`src/rtl/spi_pkg.sv`:
```
// Shared types and constants for the SPI register-write initiator.
package spi_pkg;

   localparam int unsigned SPI_FRAME_W = 16;
   localparam int unsigned SPI_ADDR_W  = 7;

   localparam logic [SPI_ADDR_W-1:0] REG_EN_OUT_LO = 7'd0;
   localparam logic [SPI_ADDR_W-1:0] REG_EN_OUT_HI = 7'd1;
   localparam logic [SPI_ADDR_W-1:0] REG_EN_PWM_LO = 7'd2;
   localparam logic [SPI_ADDR_W-1:0] REG_EN_PWM_HI = 7'd3;
   localparam logic [SPI_ADDR_W-1:0] REG_PWM_DUTY  = 7'd4;

   typedef enum logic [2:0] {
      IDLE,
      SETUP,
      SHIFT,
      HOLD,
      GAP
   } spi_state_e;

   function automatic logic [SPI_FRAME_W-1:0] spi_frame(
      input logic                  rw,
      input logic [SPI_ADDR_W-1:0] addr,
      input logic [7:0]            data
   );
      return {rw, addr, data};
   endfunction

endpackage

```
`src/rtl/spi_cmd_fifo.sv`:
```
// Two-entry command FIFO placed ahead of the SPI FSM; only built when
// SPI_CMD_QUEUE_EN is defined.
module spi_cmd_fifo #(
   parameter int unsigned W = 16
) (
   input  logic         clk,
   input  logic         rst_n,
   input  logic         push,
   input  logic [W-1:0] din,
   input  logic         pop,
   output logic [W-1:0] dout,
   output logic         full,
   output logic         empty
);

   logic [W-1:0] mem_q [2];
   logic [W-1:0] mem_d [2];
   logic         wr_q, wr_d;
   logic         rd_q, rd_d;
   logic [1:0]   cnt_q, cnt_d;

   always_comb begin
      mem_d[0] = mem_q[0];
      mem_d[1] = mem_q[1];
      wr_d     = wr_q;
      rd_d     = rd_q;
      if (push) begin
         mem_d[wr_q] = din;
         wr_d        = ~wr_q;
      end
      if (pop) begin
         rd_d = ~rd_q;
      end
      cnt_d = cnt_q + 2'(push) - 2'(pop);
   end

   always_ff @(posedge clk or negedge rst_n) begin
      if (!rst_n) begin
         mem_q[0] <= '0;
         mem_q[1] <= '0;
         wr_q     <= 1'b0;
         rd_q     <= 1'b0;
         cnt_q    <= '0;
      end else begin
         mem_q[0] <= mem_d[0];
         mem_q[1] <= mem_d[1];
         wr_q     <= wr_d;
         rd_q     <= rd_d;
         cnt_q    <= cnt_d;
      end
   end

   assign dout  = mem_q[rd_q];
   assign full  = (cnt_q == 2'd2);
   assign empty = (cnt_q == 2'd0);

endmodule

```
`src/rtl/spi_controller.sv`:
```
// SPI mode-0 initiator sending 16-bit {rw, addr, data} frames, MSB first.
// Define SPI_CMD_QUEUE_EN to place a 2-entry command FIFO ahead of the FSM.
module spi_controller
   import spi_pkg::*;
#(
   parameter int unsigned CLK_DIV  = 4,
   parameter int unsigned CS_SETUP = 4,
   parameter int unsigned CS_HOLD  = 4,
   parameter int unsigned CS_IDLE  = 4
) (
   input  logic       clk,
   input  logic       rst_n,
   input  logic       cmd_valid,
   output logic       cmd_ready,
   input  logic       cmd_rw,
   input  logic [6:0] cmd_addr,
   input  logic [7:0] cmd_data,
   output logic       busy,
   output logic       done,
   output logic       nCS,
   output logic       SCLK,
   output logic       copi
);

   localparam int unsigned PH_W  = $clog2(CLK_DIV) + 1;
   localparam int unsigned CNT_W = 16;

   spi_state_e             state_q, state_d;
   logic [PH_W-1:0]        ph_q, ph_d;
   logic [4:0]             bit_q, bit_d;
   logic [CNT_W-1:0]       cnt_q, cnt_d;
   logic [SPI_FRAME_W-1:0] shreg_q, shreg_d;
   logic                   ncs_q, ncs_d;
   logic                   sclk_q, sclk_d;
   logic                   copi_q, copi_d;
   logic                   busy_q, busy_d;
   logic                   done_q, done_d;

   logic                   start;
   logic [SPI_FRAME_W-1:0] start_frame;
   logic                   ph_last;
   logic                   bit_adv;

`ifdef SPI_CMD_QUEUE_EN
   logic                   fifo_full;
   logic                   fifo_empty;

   spi_cmd_fifo #(
      .W(SPI_FRAME_W)
   ) u_cmd_fifo (
      .clk   (clk),
      .rst_n (rst_n),
      .push  (cmd_valid && !fifo_full),
      .din   (spi_frame(cmd_rw, cmd_addr, cmd_data)),
      .pop   (start),
      .dout  (start_frame),
      .full  (fifo_full),
      .empty (fifo_empty)
   );

   assign start     = (state_q == IDLE) && !fifo_empty;
   assign cmd_ready = !fifo_full;
`else
   logic ready_q, ready_d;

   assign start       = cmd_valid && ready_q;
   assign start_frame = spi_frame(cmd_rw, cmd_addr, cmd_data);
   assign cmd_ready   = ready_q;
`endif

   assign ph_last = (ph_q == PH_W'(CLK_DIV - 1));
   // Falling SCLK edge that moves on to the next bit (not after the last one).
   assign bit_adv = (state_q == SHIFT) && ph_last && sclk_q && (bit_q != 5'd15);

   always_ff @(posedge clk or negedge rst_n) begin
      if (!rst_n) begin
         state_q <= IDLE;
         ph_q    <= '0;
         bit_q   <= '0;
         cnt_q   <= '0;
         shreg_q <= '0;
         ncs_q   <= 1'b1;
         sclk_q  <= 1'b0;
         copi_q  <= 1'b0;
         busy_q  <= 1'b0;
         done_q  <= 1'b0;
`ifndef SPI_CMD_QUEUE_EN
         ready_q <= 1'b1;
`endif
      end else begin
         state_q <= state_d;
         ph_q    <= ph_d;
         bit_q   <= bit_d;
         cnt_q   <= cnt_d;
         shreg_q <= shreg_d;
         ncs_q   <= ncs_d;
         sclk_q  <= sclk_d;
         copi_q  <= copi_d;
         busy_q  <= busy_d;
         done_q  <= done_d;
`ifndef SPI_CMD_QUEUE_EN
         ready_q <= ready_d;
`endif
      end
   end

   always_comb begin
      state_d = state_q;
      ph_d    = ph_q;
      bit_d   = bit_q;
      cnt_d   = cnt_q;
      shreg_d = shreg_q;
      unique case (state_q)
         IDLE: begin
            if (start) begin
               state_d = SETUP;
               shreg_d = start_frame;
               cnt_d   = '0;
            end
         end
         SETUP: begin
            if (cnt_q == CNT_W'(CS_SETUP - 1)) begin
               state_d = SHIFT;
               cnt_d   = '0;
               ph_d    = '0;
               bit_d   = '0;
            end else begin
               cnt_d = cnt_q + 1'b1;
            end
         end
         SHIFT: begin
            if (ph_last) begin
               ph_d = '0;
               if (bit_adv) begin
                  bit_d   = bit_q + 5'd1;
                  shreg_d = {shreg_q[SPI_FRAME_W-2:0], shreg_q[SPI_FRAME_W-1]};
               end else if (sclk_q) begin
                  state_d = HOLD;
                  bit_d   = '0;
               end
            end else begin
               ph_d = ph_q + 1'b1;
            end
         end
         HOLD: begin
            if (cnt_q == CNT_W'(CS_HOLD - 1)) begin
               state_d = GAP;
               cnt_d   = '0;
            end else begin
               cnt_d = cnt_q + 1'b1;
            end
         end
         GAP: begin
            // The done cycle plus CS_IDLE further cycles of nCS high.
            if (cnt_q == CNT_W'(CS_IDLE)) begin
               state_d = IDLE;
               cnt_d   = '0;
            end else begin
               cnt_d = cnt_q + 1'b1;
            end
         end
         default: state_d = IDLE;
      endcase
   end

   always_comb begin
      ncs_d  = !((state_d == SETUP) || (state_d == SHIFT) || (state_d == HOLD));
      sclk_d = 1'b0;
      if (state_q == SHIFT) begin
         sclk_d = ph_last ? ~sclk_q : sclk_q;
      end
      copi_d = copi_q;
      if ((state_q == IDLE) && start) begin
         copi_d = start_frame[SPI_FRAME_W-1];
      end else if (state_d == GAP) begin
         copi_d = 1'b0;
      end else if (bit_adv) begin
         copi_d = shreg_d[SPI_FRAME_W-1];
      end
      busy_d = (state_d != IDLE);
      done_d = (state_q == HOLD) && (state_d == GAP);
`ifndef SPI_CMD_QUEUE_EN
      ready_d = (state_d == IDLE);
`endif
   end

   assign busy = busy_q;
   assign done = done_q;
   assign nCS  = ncs_q;
   assign SCLK = sclk_q;
   assign copi = copi_q;

endmodule

```
`config.mk`:
```
export PLATFORM = sky130hd
export DESIGN_NAME = spi_controller
export DESIGN_NICKNAME = d
export VERILOG_FILES = /design/src/rtl/spi_pkg.sv /design/src/rtl/spi_cmd_fifo.sv /design/src/rtl/spi_controller.sv
export SDC_FILE = /design/constraint.sdc
export NUM_CORES = 1
export LEC_CHECK = 0
export BUFFER_PORTS_ARGS = -buffer_cell sky130_fd_sc_hd__buf_2
export CORE_MARGIN = 5
export CORE_UTILIZATION = 45
export CTS_CLUSTER_DIAMETER = 100
export CTS_CLUSTER_SIZE = 16
export DETAILED_ROUTE_END_ITERATION = 7
export PLACE_DENSITY = 0.73
export SLEW_MARGIN = 15
export SYNTH_ARGS = -nofsm -noshare
export SYNTH_HDL_FRONTEND = slang
export SYNTH_SLANG_ARGS = --single-unit
```
`constraint.sdc`:
```
create_clock -name clk -period 3.8 [get_ports clk]
set_input_delay 0.19 -clock clk [delete_from_list [all_inputs] [get_ports clk]]
set_output_delay 0.19 -clock clk [all_outputs]
set_load 0.1 [all_outputs]
```
* Yosys cells after proc, flatten, opt, wreduce, memory -nomap -nowiden
Cells that the tools add are included.
** Operators by class
- Reductions and logical operators :: 21
- Multiplexer cells :: 29
- Bitwise gates (word level) :: 1
- Shifts and indexed selects :: 0
- $mul :: 0
- Add/sub/neg operators :: 3
- Divide/modulo/power cells :: 0
- $lt $le $gt $ge :: 0
- Eq/ne operators :: 17
** Operators by type and width (count)
- two-way mux 16 bit :: 6
- case mux 16 bit (3 select lines) :: 1
- case mux 16 bit (2 select lines) :: 1
- two-way mux 3 bit :: 9
- two-way mux 5 bit :: 4
- adder 16 x 1 -> 16 bit, second input constant :: 1
- equality test 16 x 2 -> 1 bit, second input constant :: 1
- equality test 16 x 3 -> 1 bit, second input constant :: 1
- equality test 3 x 2 -> 1 bit, second input constant :: 5
- case mux 3 bit (5 select lines) :: 1
- case mux 5 bit (2 select lines) :: 1
- nonzero test 3 bit :: 3
- != test 2 bit, second input constant :: 4
- AND reduction 4 bit :: 2
- equality test 3 x 1 -> 1 bit, second input constant :: 2
- equality test 3 bit, second input constant :: 2
- logical AND 1 bit :: 6
- zero test 3 bit :: 2
- case mux 3 bit (2 select lines) :: 1
- adder 5 x 1 -> 5 bit, second input constant :: 1
- two-way mux 1 bit :: 5
- != test 5 x 4 -> 1 bit, second input constant :: 1
- AND reduction 2 bit :: 2
- nonzero test 2 bit :: 2
- other kinds (6) :: 7
** Word-level totals
- Bits in read-only memories :: 0
- Bits in latches :: 0
- Bits in registers :: 49
- Memories :: 0
- Bits in writable memories :: 0

* Depth between registers and ports, before layout
- Depth after elaboration :: 11
- Mapped depth :: 8
- Gate-level depth less buffers :: 7

* Worst setup path after synthesis
No wires, ideal clock.
- Path kind :: register -> register
- Start :: register sclk_q (netlist: SCLK)
- End :: register shreg_q[10]
- Setup time :: 65 ps
- Period minus slack after synthesis :: 2242 ps
- Buffers on the path :: 2
- Setup slack :: 1558 ps
- Required time :: 3735 ps
- Arrival time :: 2177 ps
- Stages on the path, launching flop included :: 7
- Cell sequence :: dfrtp_1 > nand2b_1 > nor4_1 > clkbuf_1 > buf_2 > a22oi_1 > nand2_1
** Between the ends
- Cells in the longest elaborated chain, start to end :: 4
** RTL lines
- from (decl) :: line spi_controller.sv:34 : logic sclk_q, sclk_d;
- from (signal assigned) :: line spi_controller.sv:97 : sclk_q <= sclk_d;
- logical AND 1 bit (2 in series) :: line spi_controller.sv:73 : assign bit_adv = (state_q == SHIFT) && ph_last && sclk_q && (bit_q != 5'd15);
- != test 2 bit (no line)
- AND reduction 4 bit (no line)
- to (signal assigned) :: line spi_controller.sv:95 : shreg_q <= shreg_d;
- to (decl) :: line spi_controller.sv:32 : logic [SPI_FRAME_W-1:0] shreg_q, shreg_d;
No other way between the ends.
A chain may end at the register's enable or synchronous reset.

* Worst setup path after layout
- Start :: register bit_q[0]
- End :: register copi_q (netlist: copi)
** Between the ends
- Cells in the longest elaborated chain, start to end :: 8
- Elaborated cells on any way between the ends :: 13
- Those cells by class :: eq/ne (2); mux (9); reduce/logical (2)
** RTL lines
- from (decl) :: line spi_controller.sv:30 : logic [4:0] bit_q, bit_d;
- from (signal assigned) :: line spi_controller.sv:93 : bit_q <= bit_d;
- != test 5 x 4 -> 1 bit * :: line spi_controller.sv:73
- logical AND 1 bit * :: line spi_controller.sv:73
- two-way mux 3 bit or two-way mux 16 bit (tied branches) :: line spi_controller.sv:134 : if (bit_adv) begin
- two-way mux 3 bit or two-way mux 16 bit (tied branches) :: line spi_controller.sv:132 : if (ph_last) begin
- case mux 3 bit (5 select lines) or case mux 16 bit (2 select lines) (tied branches) :: line spi_controller.sv:113 : unique case (state_q)
- equality test 3 bit or two-way mux 1 bit (tied branches) :: line spi_controller.sv:175, spi_controller.sv:177
- two-way mux 1 bit :: line spi_controller.sv:175 : end else if (state_d == GAP) begin
- two-way mux 1 bit :: line spi_controller.sv:173 : if ((state_q == IDLE) && start) begin
- to (signal assigned) :: line spi_controller.sv:98 : copi_q <= copi_d;
- to (decl) :: line spi_controller.sv:35 : logic copi_q, copi_d;
Mark *: on every way between the ends. The rest lies on a longest branch, timed or not. The select of a mux whose other input is x is not followed.

==> key figures <==
Clocking
  • Num CTS Buffers: 5
  • Skew-Pair Late Insertion Delay: 300 ps
  • Post-CTS setup repair buffer count: 0
  • Sink Count: 49
  • TritonCTS clock tree: yes
  • Root buffer cell: clkbuf_8
  • Resize count post-CTS: 0
  • Clk buf depth: 2
  • H-tree levels: 2
  • Reg clk slew, reported paths: 90 ps

Synthesis
  • Mapped cell area: between 0.002 and 0.003 mm²
  • Avg Cell Area, Syn: about 9.5 µm²
  • Main area contributors after synthesis: dfrtp_1 (47%), nand2_1 (7.0%), a22oi_1 (4.5%), nand3_1 (2.8%), o21ai_0 (2.6%)
  • Syn Inst Count: between 200 and 300
  • Simple-Gate Fraction of Synth Area: 25.0%
  • Share of the synthesized area in the top cell type: a little under half
  • Xor/xnor share of the synthesized area: ~1.4%
  • Most instantiated cells after synthesis: dfrtp_1 (47), nand2_1 (47), a22oi_1 (15)
  • Flip-flop and latch count after synthesis: between 40 and 50
  • Area share of fa/ha/maj cells after synthesis: 2.50%
  • Sequential area share after synthesis: between 40% and 50%
  • Syn Nets: 287
  • Yosys Warn Count: 0
  • Synth async-reset ratio: 100%
  • Post-synth EDFFs: 0
  • Area leader, netlist: dfrtp_1
  • Compound-Gate Fraction of Synth Area: 18.2%
  • Largest family of logic cells by synthesized area: simple AND/OR/NAND/NOR gates
  • Multiplexer area fraction after synthesis: 0.898%
  • Post-synth top flop: dfrtp_1
  • Netlist cell types: 49

Drt
  • Antenna-violating nets left: 0
  • Via count: a little under 2k
  • WL per Instance: 14.1 µm
  • 1st-iter DRT viols: between 100 and 150
  • Final wirelength: 5070 µm
  • TritonRoute pass-1 iters: 4
  • Via-to-Cell Ratio: 5.54
  • DRC violations left: 0

Critical path
  • Reg2reg setup slack: 1440 ps
  • CP Launch Type: flop
  • CP max stage cell: dfrtp_1
  • WP data required: 3980 ps
  • Critical path depth: 9
  • CP startpoint: bit_q[0]
  • CP arrival: 2540 ps
  • Setup crit end: copi
  • Capturing point of the worst reg2reg path: copi
  • Critical Path End Type: flop
  • Reg2reg start: bit_q[0]
  • Critical-path cell list: ha_1 > and3_1 > ha_1 > nor4_2 > buf_4 > nor2_1 > buf_4 > a21boi_0 > o21ai_0
  • WP buf/inv: 2
  • Setup CP Type: reg -> reg
  • CP delay by family, top: simple AND/OR/NAND/NOR gates
  • Critical Path Max Stage Delay: 400 ps
  • Worst r2r path cells: 9
  • Crit Path Max Fanout: 22

Floorplan
  • Initial Util: 45.8%
  • Core area: around 0.0055 mm²
  • Total die area: 0.00716 mm²
  • # IOs: 25
  • FP Rows: 27
  • Die Wd: approximately 85 µm
  • Die height: 84.6 µm

Timing
  • RSZ-0062 raised after global routing: false
  • Final hold vios: 0
  • Clock Skews: 12.0 ps
  • Least-Margin Pin Slew: 965 ps
  • Setup TNS Final: 0 ps
  • Final Cycle Share: 62.2%
  • Final min period: between 2000 and 2500 ps
  • Final Slew Violations: 0
  • Final setup fails: 0
  • Hold_ws: approximately 120 ps
  • Peak Freq: 423 MHz
  • Relative slew slack: 35.1%

Layout
  • Area Growth Syn to Fin: 11.4%
  • Layout cell share with drive strength beyond 1: 18.1%
  • # diodes: 0
  • Fin nets: 310
  • Filler instances: 513
  • Final Util: approximately half

Placement
  • IO buf count: 24
  • Detailed placement HPWL: 3540 µm
  • Gpl congestion: 0.757

Pwr
  • Lkg Pwr: 1.29 nW
  • Power Dens Cells: a little under 300 mW/mm²
  • VDD IR-drop max: 0.144 mV

Run
  • Max Cap Violations: 0

Global routing
  • First-pass GRT wire length: ~8600 µm
  • Vias in the first global route: 1874
  • Largest net degree at the start of global routing: 50
  • All-layer global routing usage: between 10 and 15%
  • Total congestion overflow: 0
  • Initial antenna violation count: 0

Outcome
  • Status: complete, no violations

Worst hold path
  • Hold crit path type: in -> reg
[area by class of cell]
type	instances	area (µm²)	area share (%)
timing repair buffer	28	155	5.55
sequential	49	1230	44.0
multi-input combinational	195	1210	43.3
inverter	7	26.3	0.940
clock buffer	6	72.6	2.60
clock inverter	2	10.0	0.358
tap	72	90.1	3.22
[power by group]
group / switching, W / internal, W
registers: 0 / 0.000521
clock network: 0.000165 / 0.000128
logic: 0.0000127 / 0.00000754
total: 0.000177 / 0.000656
[state kept, by name, summed over array words and instances (netlist names)]
| register | cells |
|---|---|
| ph_q | 3 |
| nCS | 1 |
| state_q | 3 |
| bit_q | 5 |
| done | 1 |
| copi | 1 |
| cnt_q | 16 |
| shreg_q | 16 |
| SCLK | 1 |
| cmd_ready | 1 |
| busy | 1 |
[routing by layer]
layer	share of wire, %	up-vias	track usage (%)
li1	-	999	-
met1	48	939	19.1
met2	46	43	23.3
met3	4.7	7	3.73
met4	1.0	0	4.03
met5	0	-	0
[cells by family (layout without fill, tap and decap cells)]
group / Yosys count / in the layout
muxes: 2 / 2
DFF: 49 / 49
adders and majority gates: 5 / 5
buffers and inverters: 19 / 43
and+or+nand+nor: 118 / 118
xor gates and xnor gates: 4 / 4
AOI/OAI and AO/OA: 66 / 66
[how the worst min path moves through the flow]
stage	startpoint	cells past startpoint	to
after CTS	cmd_data[0]	3	shreg_q[0]
final	cmd_data[0]	3	shreg_q[0]
after global routing	cmd_data[6]	3	shreg_q[6]
after floorplan	rst_n	0	SCLK
after global placement	cmd_addr[0]	3	shreg_q[8]
after detailed placement	cmd_data[7]	3	shreg_q[7]
[timing repair]
| action | CTS | global route |
|---|---|---|
| endpoints found under the hold margin | 0 | 47 |
| hold buffers | 0 | 1 |
| endpoints found under the setup margin | 0 | 0 |
[cells in the final DEF (no fill, tap or decap), types with 5 or more instances in the layout]
cell / instances
a22o_1: 7
clkbuf_8: 5
nor2_1: 13
dfrtp_1: 47
a21oi_1: 10
nand4_1: 6
nor3_1: 5
ha_1: 5
nand2_1: 47
inv_1: 7
a22oi_1: 15
a31oi_1: 5
nand3_1: 14
buf_2: 23
o21ai_0: 13
[tightest hold or removal path: stages]
cell and delay (ps):
buf_2 80, a22oi_1 70, nand2_1 60
[through the flow]
step                area [µm²]  power (W)  cells  setup slack [ps]
floorplan                 2510   0.000532    263              1560
global placement          2700   0.000551    350              1510
detailed placement        2700   0.000551    350              1400
CTS                       2780   0.000848    358              1390
global route              2790   0.000869    359              1220
finish                    2790   0.000834    359              1440
Note: power is estimated with default switching activity, not from simulation.
